## src/rtl/multicycle_control.sv

```systemverilog
// rtl/multicycle_control.sv - main control FSM of the multicycle MIPS datapath
//
// Sequences one instruction at a time through fetch, decode, execute, memory
// and write-back, and drives every datapath select from the registered state.
// Optional feature macro: MC_CTRL_ADDI_EN (adds the ADDI_EX/ADDI_WB path).
//
// Ports:
//   clk, rst            clock, asynchronous active-high reset
//   opcode[5:0]         instruction register bits [31:26]
//   zero                ALU zero flag (used by the datapath together with pcwritecond)
//   mem_ready           memory access presented this cycle completes this cycle
//   pcwrite, pcwritecond, iord, memread, memwrite, irwrite   PC/memory/IR controls
//   memtoreg, regdst, regwrite                              register-file write-back
//   alusrca, alusrcb[1:0], aluop[1:0], pcsource[1:0]        datapath selects
//   state[3:0]          current state encoding (debug)
//   illegal             an unsupported opcode was decoded; held until reset
//   instr_retired       count of completed instructions, wraps to 0

module multicycle_control #(
    parameter int RETIRE_W = 16
) (
    input  logic                clk,
    input  logic                rst,
    input  logic [5:0]          opcode,
    input  logic                zero,
    input  logic                mem_ready,
    output logic                pcwrite,
    output logic                pcwritecond,
    output logic                iord,
    output logic                memread,
    output logic                memwrite,
    output logic                irwrite,
    output logic                memtoreg,
    output logic                regdst,
    output logic                regwrite,
    output logic                alusrca,
    output logic [1:0]          alusrcb,
    output logic [1:0]          aluop,
    output logic [1:0]          pcsource,
    output logic [3:0]          state,
    output logic                illegal,
    output logic [RETIRE_W-1:0] instr_retired
);

    localparam logic [3:0] S_FETCH    = 4'd0;
    localparam logic [3:0] S_DECODE   = 4'd1;
    localparam logic [3:0] S_MEMADR   = 4'd2;
    localparam logic [3:0] S_MEMREAD  = 4'd3;
    localparam logic [3:0] S_MEMWB    = 4'd4;
    localparam logic [3:0] S_MEMWRITE = 4'd5;
    localparam logic [3:0] S_EXECUTE  = 4'd6;
    localparam logic [3:0] S_RTYPE_WB = 4'd7;
    localparam logic [3:0] S_BRANCH   = 4'd8;
    localparam logic [3:0] S_JUMP     = 4'd9;
    localparam logic [3:0] S_ADDI_EX  = 4'd10;
    localparam logic [3:0] S_ADDI_WB  = 4'd11;
    localparam logic [3:0] S_ILLEGAL  = 4'd15;

    localparam logic [5:0] OP_RTYPE = 6'b000000;
    localparam logic [5:0] OP_LW    = 6'b100011;
    localparam logic [5:0] OP_SW    = 6'b101011;
    localparam logic [5:0] OP_BEQ   = 6'b000100;
    localparam logic [5:0] OP_J     = 6'b000010;
    localparam logic [5:0] OP_ADDI  = 6'b001000;

    logic [3:0] next_state;
    logic       retire;

    // The branch decision itself is made in the datapath (pcwritecond & zero).
    logic unused_zero;
    assign unused_zero = zero;

    always_comb begin
        next_state = state;
        case (state)
            S_FETCH:    if (mem_ready) next_state = S_DECODE;
            S_DECODE: begin
                case (opcode)
                    OP_RTYPE:      next_state = S_EXECUTE;
                    OP_LW, OP_SW:  next_state = S_MEMADR;
                    OP_BEQ:        next_state = S_BRANCH;
                    OP_J:          next_state = S_JUMP;
`ifdef MC_CTRL_ADDI_EN
                    OP_ADDI:       next_state = S_ADDI_EX;
`endif
                    default:       next_state = S_ILLEGAL;
                endcase
            end
            S_MEMADR: begin
                // The IR holds the opcode, so it is still lw or sw here.
                if (opcode == OP_LW)      next_state = S_MEMREAD;
                else if (opcode == OP_SW) next_state = S_MEMWRITE;
                else                      next_state = S_ILLEGAL;
            end
            S_MEMREAD:  if (mem_ready) next_state = S_MEMWB;
            S_MEMWRITE: if (mem_ready) next_state = S_FETCH;
            S_MEMWB:    next_state = S_FETCH;
            S_EXECUTE:  next_state = S_RTYPE_WB;
            S_RTYPE_WB: next_state = S_FETCH;
            S_BRANCH:   next_state = S_FETCH;
            S_JUMP:     next_state = S_FETCH;
`ifdef MC_CTRL_ADDI_EN
            S_ADDI_EX:  next_state = S_ADDI_WB;
            S_ADDI_WB:  next_state = S_FETCH;
`endif
            S_ILLEGAL:  next_state = S_ILLEGAL;
            // Unused encodings are treated as a decode fault.
            default:    next_state = S_ILLEGAL;
        endcase
    end

    always_comb begin
        retire = 1'b0;
        case (state)
            S_MEMWB, S_RTYPE_WB, S_BRANCH, S_JUMP: retire = 1'b1;
`ifdef MC_CTRL_ADDI_EN
            S_ADDI_WB:                             retire = 1'b1;
`endif
            S_MEMWRITE:                            retire = mem_ready;
            default:                               retire = 1'b0;
        endcase
    end

    always_ff @(posedge clk or posedge rst) begin
        if (rst) begin
            state         <= S_FETCH;
            instr_retired <= '0;
        end else begin
            state <= next_state;
            if (retire) instr_retired <= instr_retired + 1'b1;
        end
    end

    // Register-file write controls depend on state bits only so the
    // combinational register file never sees a glitch from mem_ready/opcode.
    // Reset forces state to FETCH, where all three are already 0.
    always_comb begin
        regwrite = (state == S_MEMWB) || (state == S_RTYPE_WB)
`ifdef MC_CTRL_ADDI_EN
                   || (state == S_ADDI_WB)
`endif
                   ;
        regdst   = (state == S_RTYPE_WB);
        memtoreg = (state == S_MEMWB);
    end

    assign illegal = (state == S_ILLEGAL);

    always_comb begin
        pcwrite     = 1'b0;
        pcwritecond = 1'b0;
        iord        = 1'b0;
        memread     = 1'b0;
        memwrite    = 1'b0;
        irwrite     = 1'b0;
        alusrca     = 1'b0;
        alusrcb     = 2'b00;
        aluop       = 2'b00;
        pcsource    = 2'b00;
        case (state)
            S_FETCH: begin
                memread = 1'b1;
                alusrcb = 2'b01;
                irwrite = mem_ready;
                pcwrite = mem_ready;
            end
            S_DECODE:   alusrcb = 2'b11;
            S_MEMADR: begin
                alusrca = 1'b1;
                alusrcb = 2'b10;
            end
            S_MEMREAD: begin
                memread = 1'b1;
                iord    = 1'b1;
            end
            S_MEMWRITE: begin
                memwrite = 1'b1;
                iord     = 1'b1;
            end
            S_EXECUTE: begin
                alusrca = 1'b1;
                aluop   = 2'b10;
            end
            S_BRANCH: begin
                alusrca     = 1'b1;
                aluop       = 2'b01;
                pcwritecond = 1'b1;
                pcsource    = 2'b01;
            end
            S_JUMP: begin
                pcwrite  = 1'b1;
                pcsource = 2'b10;
            end
`ifdef MC_CTRL_ADDI_EN
            S_ADDI_EX: begin
                alusrca = 1'b1;
                alusrcb = 2'b10;
            end
`endif
            default: ;
        endcase
        // FETCH would otherwise drive memread/alusrcb while reset is held.
        if (rst) begin
            pcwrite     = 1'b0;
            pcwritecond = 1'b0;
            iord        = 1'b0;
            memread     = 1'b0;
            memwrite    = 1'b0;
            irwrite     = 1'b0;
            alusrca     = 1'b0;
            alusrcb     = 2'b00;
            aluop       = 2'b00;
            pcsource    = 2'b00;
        end
    end

endmodule

```

## config.mk

```make
export PLATFORM = sky130hd
export DESIGN_NAME = multicycle_control
export DESIGN_NICKNAME = d
export VERILOG_FILES = /design/src/rtl/multicycle_control.sv
export SDC_FILE = /design/constraint.sdc
export NUM_CORES = 1
export LEC_CHECK = 0
export ABC_AREA = 1
export BUFFER_PORTS_ARGS = -buffer_cell sky130_fd_sc_hd__buf_2
export CAP_MARGIN = 5
export CORE_MARGIN = 3
export CORE_UTILIZATION = 35
export CTS_CLUSTER_SIZE = 30
export DETAILED_ROUTE_END_ITERATION = 10
export HOLD_SLACK_MARGIN = 0.05
export PLACE_DENSITY = 0.71
export SYNTH_ARGS = -nofsm -noshare
export SYNTH_HDL_FRONTEND = slang
export SYNTH_SLANG_ARGS = --single-unit
```

## constraint.sdc

```tcl
create_clock -name clk -period 1.3 [get_ports clk]
set_input_delay 0.13 -clock clk [delete_from_list [all_inputs] [get_ports clk]]
set_output_delay 0.13 -clock clk [all_outputs]
set_load 0.05 [all_outputs]
```

==> flow_metrics.py <==
metrics = {
    "placement": {
        "dp_slack_ps": -181,
        "port_buffers": 45,
        "dp_cells": 328,
        "place_congestion": 0.816,
        "hpwlAfterDp_um": 2900,
        "place_area_sq_mm": 0.00209,
    },
    "pwr": {
        "p_leak_nw": 1.28,
        "irDropWorstVdd_mv": 0.516,
        "p_per_area_mw_per_mm2": 519,
    },
    "routing": {
        "routed_wl_um": 4460,
        "drc_errors": 0,
        "drt_iter0_drc": 87,
        "viasPerCell": 4.92,
        "wl_per_cell_um": 13.2,
        "ant_nets": 0,
        "num_vias": 1662,
        "drtPass1Iterations": 4,
    },
    "cts": {
        "cts_buffer_depth": 2,
        "path_clk_slew_ps": 80,
        "cts-buffers-inserted": 3,
        "insertion_delay_ps": 260,
        "cts_root_buf": "clkbuf_8",
        "cts_sinks": 20,
        "htree_levels": 1,
        "cts_tree": "done",
    },
    "yosys": {
        "synth_seq_cells": 20,
        "synth.area.top_cells": "dfrtp_1 (36%), nand2_1 (12%), nor2_1 (8.9%), nand3_1 (7.9%), inv_1 (7.6%)",
        "async_reset_ff_share_pct": 100,
        "syn_nets": 213,
        "yosys_warnings": 0,
        "synthDistinctLibCells": 26,
        "synth_edf_count": 0,
        "synth_area_sq_mm": 0.00139,
        "synth_top_area_share_pct": 36.1,
        "synthFlopType": "dfrtp_1",
        "synth_area_leader_cell": "dfrtp_1",
        "yosysSeqAreaShare_pct": 36.1,
        "synth_area_per_cell_sq_um": 6.87,
        "syn_inst": 202,
    },
    "die": {
        "die_w_um": 69.0,
        "start_util_pct": 37.1,
        "die_area_sq_mm": 0.00476,
        "ios": 47,
        "fp.coreArea_sq_mm": 0.00374,
        "placementRows": 22,
        "die_y_um": 69.0,
    },
    "setup_path": {
        "crit_fanout": 6,
        "arrival_ps": 1780,
        "crit_path_end_kind": "flip-flop",
        "required_ps": 1450,
        "crit_type": "reg2reg",
        "crit_path_start_kind": "flip-flop",
    },
    "finish": {
        "antennaDiodeCount": 0,
        "final_common_cell": "nand2_1",
        "drive_gt1_share_pct": 53.8,
        "area_growth_pct": 81.3,
        "stdcell_count": 338,
        "area.sequential_sq_um": 517,
        "n_fill_cell": 298,
        "design_area_sq_mm": 0.00252,
        "multi_input_area_sq_mm": 0.00102,
        "nets": 302,
        "layout_common_cells": "nand2_1 (40), buf_4 (31), buf_2 (25), inv_1 (22), buf_6 (20)",
    },
    "outcome": {
        "violations": "negative setup slack",
        "status": "finished with violations",
    },
    "global_routing": {
        "grt_first_pass_wirelength_um": 6180,
        "grt_max_degree": 21,
        "antenna_found_initial": 0,
        "track_usage_pct": 17.1,
        "overflow": 0,
        "grt_pass1_vias": 1406,
    },
    "timing": {
        "finalCritPeriodShare_pct": 126,
        "rsz0062_at_grt": "true",
        "final.min_clock_period_ps": 1630,
        "setup_slack_ps": -334,
        "fmax_mhz": 612,
        "slew_violations": 0,
        "relSlewSlack_pct": 62.0,
        "clock_skew_ps": 6.58,
        "whs_ps": 179,
        "setup_viol": 37,
        "hold_viol_final": 0,
        "worstMarginPinSlew_ps": 570,
    },
    "worst_hold_path": {
        "hold_class": "in2async",
    },
    "job": {
        "drv_cap": 0,
    },
}
path summary, 6_finish.rpt:
kind,start,endpoint,depth (start not counted),slack (ps)
worst max-delay path,state[1],instr_retired[8],9,-330
worst min-delay path,rst,state[1],3,180
worst max register to register,state[1],instr_retired[8],9,-330
worst min register to register,instr_retired[3],instr_retired[3],1,500
max in group asynchronous,rst,instr_retired[3],3,890
min in group clk,mem_ready,state[0],3,210
report_power, final:
| part | total (mW) | switching [mW] | leakage (nW) | internal, mW |
|---|---|---|---|---|
| Combinational | 0.0627 | 0.0461 | 1.02 | 0.0166 |
| Clock | 0.621 | 0.210 | 0.0357 | 0.411 |
| Sequential | 0.621 | 0 | 0.224 | 0.621 |
per-layer routing:
metal	routed length (um)	GRT usage [%]	up-vias
met5	0	0	-
met4	58	2.68	0
met3	247	3.24	8
met2	2290	29.3	50
met1	1870	22.8	786
li1	-	-	818
critical path, cell delays in order, from the launching register on:
cell     delay [ps]
dfrtp_4         520
inv_4           100
nand2_2          90
nor2_4          140
buf_4           130
nand2_2          80
nand3_4         120
nand2_2         110
o21ai_2         160
nand2_1          60
repair_timing:
action | in CTS | in global routing
buffers inserted | 1 | 4
setup endpoints to repair | 37 | 38
cloned | 0 | 1
hold buffers | 0 | 0
endpoints found under the hold margin | 0 | 0
pin swaps | 3 | 9
gates resized for setup | 49 | 38
final cells by class:
cell class / instances / area share (%)
Timing Repair Buffer: 86 / 28.9
Clock inverter: 1 / 1.19
Inverter: 30 / 4.77
Tap cell: 48 / 2.39
Sequential cell: 20 / 20.5
Clock buffer: 3 / 1.64
Multi-Input combinational cell: 150 / 40.5
cells by family after synthesis:
group	count (synthesis)	synth area share, %
and+or+nand+nor	122	39.4
buffers and inverters	33	9.74
xor gates and xnor gates	11	7.48
AOI/OAI and AO/OA	15	6.40
DFF	20	36.1
adders and majority gates	1	0.902
flip-flops by register name, summed over array words and instances (netlist names):
signal	count
instr_retired	16
state	4
stage by stage:
stage / util (%) / power (mW) / TNS, ps
floorplan: - / 0.666 / -6020
global placement: 55.8 / 0.694 / -3040
detailed placement: 55.8 / 0.696 / -3510
CTS: 62.1 / 1.31 / -8790
global route: 67.2 / 1.35 / -12070
finish: 67.2 / 1.31 / -9690
synth_stat cells (2+ instances only):
| library cell | instances |
|---|---|
| a21oi_1 | 7 |
| dfrtp_1 | 20 |
| inv_1 | 28 |
| inv_2 | 2 |
| nand2_1 | 46 |
| nand2_2 | 3 |
| nand3_1 | 22 |
| nand4_1 | 4 |
| nor2_1 | 33 |
| nor2_2 | 2 |
| nor3_1 | 8 |
| o21ai_0 | 4 |
| o21ai_1 | 2 |
| xnor2_1 | 4 |
| xor2_1 | 6 |
Power figures use the tool's default switching activity.
